File: config.mk
export PLATFORM = sky130hd
export DESIGN_NAME = ofifo_drain_ctrl
export DESIGN_NICKNAME = d
export VERILOG_FILES = /design/src/rtl/ofifo_drain_pkg.sv /design/src/rtl/ofifo_drain_ctrl.sv
export SDC_FILE = /design/constraint.sdc
export NUM_CORES = 1
export LEC_CHECK = 0
export ABC_CLOCK_PERIOD_IN_PS = 5600
export BUFFER_PORTS_ARGS = -buffer_cell sky130_fd_sc_hd__clkbuf_2
export CAP_MARGIN = 20
export CORE_UTILIZATION = 57
export CTS_BUF_LIST = sky130_fd_sc_hd__clkbuf_8
export DETAILED_ROUTE_END_ITERATION = 10
export PLACE_DENSITY = 0.94
export SLEW_MARGIN = 15
export SYNTH_ARGS = -nofsm -noshare
export SYNTH_HDL_FRONTEND = slang
export SYNTH_SLANG_ARGS = --single-unit
File: constraint.sdc
create_clock -name clk -period 5.6 [get_ports clk]
set_clock_uncertainty 0.2 [all_clocks]
set_input_delay 0.28 -clock clk [delete_from_list [all_inputs] [get_ports clk]]
set_output_delay 0.28 -clock clk [all_outputs]
set_load 0.005 [all_outputs]
File: src/rtl/ofifo_drain_pkg.sv
// rtl/ofifo_drain_pkg.sv - shared types and constants for the ofifo drain sequencer
package ofifo_drain_pkg;

    localparam int ADDR_W_DEF = 11;
    localparam int CNT_W_DEF  = 11;
    localparam int PERF_W     = 16;

    typedef enum logic [1:0] {
        ST_IDLE  = 2'd0,
        ST_DRAIN = 2'd1,
        ST_FLUSH = 2'd2,
        ST_DONE  = 2'd3
    } drain_state_t;

endpackage

File: src/rtl/ofifo_drain_ctrl.sv
// rtl/ofifo_drain_ctrl.sv - drains complete ofifo vectors into consecutive psum SRAM rows
//
// Ports:
//   clk, reset         single clock, synchronous active-high reset
//   start              begin a drain (accepted only when idle)
//   base_addr          first SRAM address, sampled with start
//   num_rows           vectors to drain, sampled with start
//   ofifo_valid        ofifo holds a complete vector
//   ofifo_full         any ofifo column full
//   ofifo_rd           read strobe, one vector per high cycle
//   sram_cen/sram_wen  active-low SRAM enables, both low on a write cycle
//   sram_addr          SRAM address (the write pointer)
//   busy               drain in progress (DRAIN, FLUSH, DONE)
//   done               one-cycle completion pulse
//   array_hold         ofifo_full passed through as MAC back-pressure
//   perf_stall_cnt     only with OFIFO_DRAIN_PERF_EN: saturating count of
//                      DRAIN cycles starved of ofifo data
module ofifo_drain_ctrl
    import ofifo_drain_pkg::*;
#(
    parameter int addr_w = ADDR_W_DEF,
    parameter int cnt_w  = CNT_W_DEF
) (
    input  logic              clk,
    input  logic              reset,
    input  logic              start,
    input  logic [addr_w-1:0] base_addr,
    input  logic [cnt_w-1:0]  num_rows,
    input  logic              ofifo_valid,
    input  logic              ofifo_full,
    output logic              ofifo_rd,
    output logic              sram_cen,
    output logic              sram_wen,
    output logic [addr_w-1:0] sram_addr,
    output logic              busy,
    output logic              done,
    output logic              array_hold
`ifdef OFIFO_DRAIN_PERF_EN
    ,
    output logic [PERF_W-1:0] perf_stall_cnt
`endif
);

    drain_state_t      state_q;
    drain_state_t      state_d;
    logic [addr_w-1:0] wr_ptr;
    logic [cnt_w-1:0]  rd_left;
    logic [cnt_w-1:0]  wr_left;
    logic              wr_pend;
    logic              rd_fire;
    logic              start_acc;

    always_comb begin
        state_d   = state_q;
        rd_fire   = 1'b0;
        start_acc = 1'b0;
        case (state_q)
            ST_IDLE: begin
                if (start) begin
                    start_acc = 1'b1;
                    state_d   = (num_rows == '0) ? ST_DONE : ST_DRAIN;
                end
            end
            ST_DRAIN: begin
                rd_fire = ofifo_valid && (rd_left != '0);
                // The last read leaves exactly one write outstanding; FLUSH retires it.
                if ((rd_fire && rd_left == cnt_w'(1)) || rd_left == '0) begin
                    state_d = ST_FLUSH;
                end
            end
            ST_FLUSH: begin
                state_d = ST_DONE;
            end
            ST_DONE: begin
                state_d = ST_IDLE;
            end
            default: begin
                state_d = ST_IDLE;
            end
        endcase
    end

    always_ff @(posedge clk) begin
        if (reset) begin
            state_q <= ST_IDLE;
            wr_ptr  <= '0;
            rd_left <= '0;
            wr_left <= '0;
            wr_pend <= 1'b0;
        end else begin
            state_q <= state_d;
            // A read this cycle means the vector is on the ofifo bus next cycle.
            wr_pend <= rd_fire;
            if (start_acc) begin
                wr_ptr  <= base_addr;
                rd_left <= num_rows;
                wr_left <= num_rows;
            end else begin
                if (rd_fire) begin
                    rd_left <= rd_left - cnt_w'(1);
                end
                if (wr_pend) begin
                    wr_ptr <= wr_ptr + addr_w'(1);
                    if (wr_left != '0) begin
                        wr_left <= wr_left - cnt_w'(1);
                    end
                end
            end
        end
    end

    assign ofifo_rd   = rd_fire;
    assign sram_cen   = ~wr_pend;
    assign sram_wen   = ~wr_pend;
    assign sram_addr  = wr_ptr;
    assign busy       = (state_q != ST_IDLE);
    assign done       = (state_q == ST_DONE);
    assign array_hold = ofifo_full;

`ifdef OFIFO_DRAIN_PERF_EN
    always_ff @(posedge clk) begin
        if (reset) begin
            perf_stall_cnt <= '0;
        end else if (start_acc) begin
            perf_stall_cnt <= '0;
        end else if (state_q == ST_DRAIN && rd_left != '0 && !ofifo_valid
                     && perf_stall_cnt != {PERF_W{1'b1}}) begin
            perf_stall_cnt <= perf_stall_cnt + PERF_W'(1);
        end
    end
`endif

endmodule
==> results of run 1 <==
[state kept, by name, summed over array words and instances, names as in the netlist]
| register | flops |
|---|---|
| rd_left | 11 |
| sram_addr | 11 |
| wr_pend | 1 |
| state_q | 2 |
[worst max-delay path by stage]
stage | from | end | slack, ns | cells after the start
finish | rd_left[4] | ofifo_rd | 3.25 | 3
global route | rd_left[4] | ofifo_rd | 3.18 | 3
CTS | state_q[1] | rd_left[5] | 3.30 | 6
detailed placement | state_q[1] | rd_left[5] | 3.35 | 6
global placement | state_q[1] | rd_left[5] | 3.43 | 6
floorplan | state_q[1] | rd_left[5] | 3.50 | 6
[cells in the mapped netlist (2+ instances only)]
| cell | n | area [um2] |
|---|---|---|
| and2_1 | 3 | 18.8 |
| inv_1 | 8 | 30.0 |
| nand2_1 | 8 | 30.0 |
| a311oi_1 | 7 | 61.3 |
| ha_1 | 9 | 113 |
| buf_4 | 2 | 15.0 |
| a31oi_1 | 2 | 12.5 |
| nor3_1 | 2 | 10.0 |
| xnor2_1 | 2 | 17.5 |
| xor2_1 | 9 | 78.8 |
| nor2b_1 | 2 | 12.5 |
| or3_1 | 3 | 18.8 |
| nand2b_1 | 2 | 12.5 |
| a21oi_1 | 4 | 20.0 |
| o21ai_0 | 8 | 40.0 |
| o31ai_1 | 3 | 22.5 |
| clkbuf_1 | 8 | 30.0 |
| nand4_1 | 6 | 37.5 |
| a211oi_1 | 13 | 97.6 |
| nor4_1 | 6 | 37.5 |
| nand3_1 | 4 | 20.0 |
| nor2_1 | 26 | 97.6 |
| and3_1 | 2 | 12.5 |
| or4_1 | 2 | 15.0 |
| mux2i_1 | 2 | 20.0 |
| dfxtp_1 | 25 | 500 |
[metal layers]
| metal | vias up | wire, um | track usage, % |
|---|---|---|---|
| li1 | 742 | - | - |
| met1 | 696 | 1640 | 36.5 |
| met2 | 45 | 1630 | 42.9 |
| met3 | 6 | 186 | 2.82 |
| met4 | 0 | 57 | 8.77 |
| met5 | - | 0 | 0 |
[kinds of logic after synthesis]
family | Yosys count
adders and majority gates | 9
DFF | 25
and+or+nand+nor | 75
xor gates and xnor gates | 11
muxes | 3
buffers and inverters | 18
AOI/OAI and AO/OA | 40
[report_power, final]
| part | leakage (nW) | internal (W) | switching [W] | total (W) |
|---|---|---|---|---|
| Sequential | 0.207 | 0.000238 | 0.0000746 | 0.000312 |
| Combinational | 0.499 | 0.000169 | 0.000220 | 0.000389 |
| Clock | 0.0217 | 0.0000504 | 0.0000613 | 0.000112 |
[worst min-delay path: cells and delay by family]
family,cells,cell delay [ns]
simple gates,1,0.09
buf+inv,1,0.08
compound gates,1,0.05
[metrics by stage]
step / power [W] / cells / setup slack [ns]
finish: 0.000813 / 247 / 3.25
global route: 0.000883 / 247 / 3.18
global placement: 0.000680 / 243 / 3.43
floorplan: 0.000587 / 181 / 3.50
CTS: 0.000811 / 247 / 3.30
detailed placement: 0.000693 / 243 / 3.35
[final cells by class]
type                            count  area share [%]
Sequential cell                    25            28.2
Clock inverter                      1           0.423
Tap cell                           30            2.12
Inverter                            8            1.69
Multi-Input combinational cell    138            53.2
Clock buffer                        3            2.33
Timing Repair Buffer               42            12.0
==> out/metrics.yaml, run 1 <==
worstSkewPairLatency_ns: 0.27
dieWidth_um: 53.6
cts_inserted_buffers: 3
cts.sinks: 25
cp.required_ns: 5.12
gp_congestion: 0.872
drive_above_1_share_pct: 24.0
dpl_cell_area_um2: 1720
vias_per_cell: 6.03
fill_cells: 198
ir_worst_vdd_uv: 319
grt_max_degree: 44
synth_top_family_by_area: "simple AND/OR/NAND/NOR gates"
synth_ff_type: "dfxtp_1"
synth_fa_ha_area_share_pct: 7.41
synth-compound-area-share_pct: 19.6
drt_iter0_markers: 27
clock.fmax_mhz: 426
yosys.area_share.xor_xnor_pct: 6.34
core_region_area_um2: 2500
fin_crit_sh_pct: 41.9
min_from: "base_addr[1]"
rsz0062_at_grt: "false"
period_needed_ns: 2.35
syn_inst: 181
drtAntennaViolNets: 0
seqCellArea_um2: 500
postLayoutCoreUtil_pct: 70.9
status: "completed"
worstPathArrival_ns: 1.87
worstReg2RegStart: "state_q[1]"
hold_class: "input pin to flop"
hold-path-endpoint: "sram_addr[1]"
path_cells: "nor4_1, a31oi_1, clkbuf_2"
synth_edf_count: 0
final_cell_mix: "41 x clkbuf_2, 26 x nor2_1, 25 x dfxtp_1, 13 x a211oi_1"
fin_area_um2: 1770
syn_nets: 217
async_flop_share_pct: 0
crit_path_start_kind: "flop"
grt_pass1_wl_um: 5570
yosys_warnings: 0
seq_area_frac_synth_pct: 32.9
finalSetupViolCount: 0
hold_viol: 0
io_buffer_count: 41
tns_ns: 0
vias: 1489
pin_count: 44
die_h_um: 53.6
nets: 254
ys_ff_latch: 25
syn_to_final_growth_pct: 16.7
p_per_area_nw_per_um2: 459
cts_resized: 0
grt_pass1_vias: 1238
multi_input_area_um2: 943
routed_wl_um: 3510
hold_depth: 3
overflow: 0
hold_buffers: 0
first_pass_iters: 4
layout_commonest_cell: "clkbuf_2"
wl_per_cell_um: 14.2
clk_pin_slew_ns: 0.10
drv_slew: 0
h-tree-depth: 1
holdWs_ns: 0.0710
placementRows: 18
relSlewSlack_pct: 49.9
antenna_found_initial: 0
cpPeakStageDelay_ns: 0.68
cts_buffer_depth: 2
synth_area_per_cell_um2: 8.39
route.detailed.drc: 0
synthMuxAreaShare_pct: 2.06
dp_hpwl_um: 2500
crit_slowest_cell: "nor4_1"
grt.total_usage_pct: 26.5
die_area_um2: 2880
synthSimpleGateAreaFrac_pct: 26.7
post_cts_buffers: 0
power_leakage_nw: 0.728
crit_type: "flop to output pin"
crit_path_max_fanout: 6
r2r_slack_ns: 3.31
synth.distinct_cells: 39
critPathBufInv: 1
syn_area_um2: 1520
start_util_pct: 60.8
cts_tree: "built"
rr_endpoint: "rd_left[5]"
diodes: 0
tightest_slew_ns: 0.744
drv_cap: 0
cts_root_buf: "clkbuf_8"
r2r_cells: 6
critPathTopFamily: "simple AND/OR/NAND/NOR gates"
cp-end-kind: "output pin"
(Power assumes the default switching activity.)
==> run 2, diff against run 1 <==
Settings changed: ABC_AREA set to 1, ABC_CLOCK_PERIOD_IN_PS 5600 to 2000, CORE_UTILIZATION 57 to 50, PLACE_DENSITY 0.94 to 0.85.
Clock period 5.6 ns to 2 ns, I/O delays scaled along.
==> out/metrics.yaml, run 2 <==
routed_wl_um: 4700  # +34%
relSlewSlack_pct: 76.7  # +27 points
intPower_w: 0.00163  # +260%
clockPowerShare_pct: 9.2  # -4.5 points
wl_per_cell_um: 11.9  # -17%
swShare_pct: 49.8  # +6.0 points
antenna_found_initial: 0  # unchanged
drt-met1-wl_um: 2000  # +22%
path_cells: "inv_1, ha_1, inv_1, nor2_4, nand2_4, nand3_4, inv_1, clkbuf_2"
critPathTopFamily: "buffers and inverters"
tns_ns: 0  # unchanged
cts_tree: "built"
seq_area_frac_synth_pct: 27.4  # -5.5 points
placementRows: 21  # +3
period_needed_ns: 1.86
cpPeakStageDelay_ns: 0.39  # -0.29 ns
status: "finished with violations"
h-tree-depth: 1  # unchanged
start_util_pct: 53.4  # -7.3 points
clock.fmax_mhz: 537
overflow: 0  # unchanged
crit_type: "flop to output pin"
pin_count: 44  # unchanged
syn_inst: 287  # +59%
synth_edf_count: 0  # unchanged
hold_viol: 1  # +1
die_area_um2: 3900  # +36%
cts_root_buf: "clkbuf_8"
combPwrFrac_pct: 64.7  # +17 points
clk_pin_slew_ns: 0.09  # about the same
stdcell_count: 396  # +60%
cpMostUsedCell: "inv_1"
io_buffer_count: 41  # unchanged
sequentialPowerShare_pct: 26.1  # -12 points
grt_pass1_wl_um: 7920  # +42%
place_ws_ns: 0.177  # -3.18 ns
synth_ff_type: "dfxtp_1"
crit_slowest_cell: "dfxtp_1"
worstSkewPairLatency_ns: 0.27  # about the same
cp.required_ns: 1.70  # -3.42 ns
critPathBufInv: 4  # +3
grt_max_degree: 22  # -50%
yosysMostFrequentCell: "nand2_1"
cts_inserted_buffers: 3  # unchanged
vias_per_cell: 5.19  # -14%
route.detailed.drc: 0  # unchanged
vias: 2056  # +38%
core_region_area_um2: 3420  # +37%
die_h_um: 62.4  # +16%
routed.top_layer: "met4"
holdWs_ns: -0.00586  # -0.0769 ns
diodes: 0  # unchanged
cts_buffer_depth: 2  # unchanged
ir_worst_vdd_uv: 590  # +85%
nets: 387  # +52%
wl_met3_um: 274  # +47%
synth_area_leader_cell: "dfxtp_1"
synth_area_leaders: "dfxtp_1 27%, nand2_1 16%, nand3_1 9.6%, nor2_1 6.8%, inv_1 6.6%"
cp-end-kind: "output pin"
cts.sinks: 25  # unchanged
total_power_w: 0.00325  # +300%
drtAntennaViolNets: 0  # unchanged
wl_met2_um: 2410  # +47%
fill_cells: 311  # +57%
synthTopCellsByCount: "76 x nand2_1, 35 x nand3_1, 33 x nor2_1"
p_per_area_nw_per_um2: 1400  # +210%
layout_setup_ws_ns: 0.138  # -3.12 ns
ys_ff_latch: 25  # unchanged
violations: "negative hold slack"
syn_area_um2: 1830  # +20%
final_cell_mix: "76 x nand2_1, 41 x clkbuf_2, 34 x nand3_1, 33 x inv_1, 31 x nor2_1"
crit_path_start_kind: "flop"
crit_path_max_fanout: 11  # +5
worstPathArrival_ns: 1.56  # -0.31 ns
async_flop_share_pct: 0  # unchanged
synth.distinct_cells: 33  # -15%
syn_nets: 323  # +49%
hold_class: "input pin to flop"
grt.total_usage_pct: 24.5  # -2.0 points
drv_slew: 0  # unchanged
numPlacedInstances: 368  # +51%
synth_area_per_cell_um2: 6.36  # -24%
dp_hpwl_um: 3370  # +35%
yosysTopAreaCellShare_pct: 27.4  # -5.5 points
fin_crit_sh_pct: 93.1
finalSetupViolCount: 0  # unchanged
power.switching_w: 0.00162  # +350%
grt_pass1_vias: 1876  # +52%
postLayoutCoreUtil_pct: 68.0  # -2.9 points
drive_above_1_share_pct: 20.0  # -4.0 points
drv_cap: 0  # unchanged
power_leakage_nw: 1.16  # +59%
dieWidth_um: 62.4  # +16%
gp_congestion: 0.912  # +4.6%
yosys_warnings: 0  # unchanged
layout_commonest_cell: "nand2_1"
tightest_slew_ns: 0.349  # -0.395 ns
drt_iter0_markers: 198  # +630%
first_pass_iters: 4  # unchanged
syn_to_final_growth_pct: 27.2
-- run 2: layout make-up --
cell class                 instances  area, um2  share of cell area [%]
multi-input combinational        217       1120                    48.2
sequential                        25        502                    21.6
timing repair buffer              69        467                    20.1
inverter                          35        131                    5.66
tap                               46       57.6                    2.48
clock buffer                       3       41.3                    1.78
clock inverter                     1       3.75                   0.162
-- run 2: power groups by stage --
stage	sequential (W)	clock (W)	combinational, W
floorplan	0.000814	0	0.00159
global placement	0.000843	0	0.00192
detailed placement	0.000852	0	0.00197
CTS	0.000841	0.000303	0.00201
global route	0.000872	0.000330	0.00238
finish	0.000850	0.000299	0.00210
-- run 2: logic make-up (layout without fill, tap and decap cells) --
logic type,Yosys count,in the layout,share of synthesized area [%]
and+or+nand+nor,170,170,42.4
xor gates and xnor gates,3,3,1.44
adders and majority gates,9,9,6.17
AOI/OAI and AO/OA,35,35,10.8
DFF,25,25,27.4
buffers and inverters,45,108,11.8
-- run 2: through the flow --
stage	cell area, um2	hold WS (ns)
5_1_grt	2320	0.0000487
4_1_cts	2270	0.0000346
2_1_floorplan	1830	-0.0309
6_report	2320	-0.00586
3_3_place_gp	2030	0.0000346
3_5_place_dp	2030	0.0000346
-- run 2: timing repair --
action / CTS / global route
setup buffers: 0 / 5
endpoints found under the setup margin: 0 / 7
hold endpoints to repair: 19 / 0
hold buffers: 19 / 0
gates resized for setup: 0 / 5
-- run 2: path summary, 6_finish.rpt --
path	start	endpoint	slack, ns	cells past startpoint
worst max-delay path	rd_left[0]	ofifo_rd	0.14	8
worst min-delay path	num_rows[2]	rd_left[2]	-0.006	5
worst max register to register	rd_left[0]	rd_left[10]	0.14	11
worst min register to register	rd_left[1]	rd_left[1]	0.31	2
-- run 2: tightest hold or removal path, cell delays in order --
cell	delay, ns
clkbuf_2	0.09
nand2_1	0.06
o21ai_0	0.07
nand2_1	0.06
a21oi_1	0.05
-- run 2: metal layers --
metal / track usage, % / up-vias
met5: 0 / -
met3: 4.38 / 2
met1: 29.7 / 930
met4: 5.81 / 0
met2: 44.4 / 69
li1: - / 1055
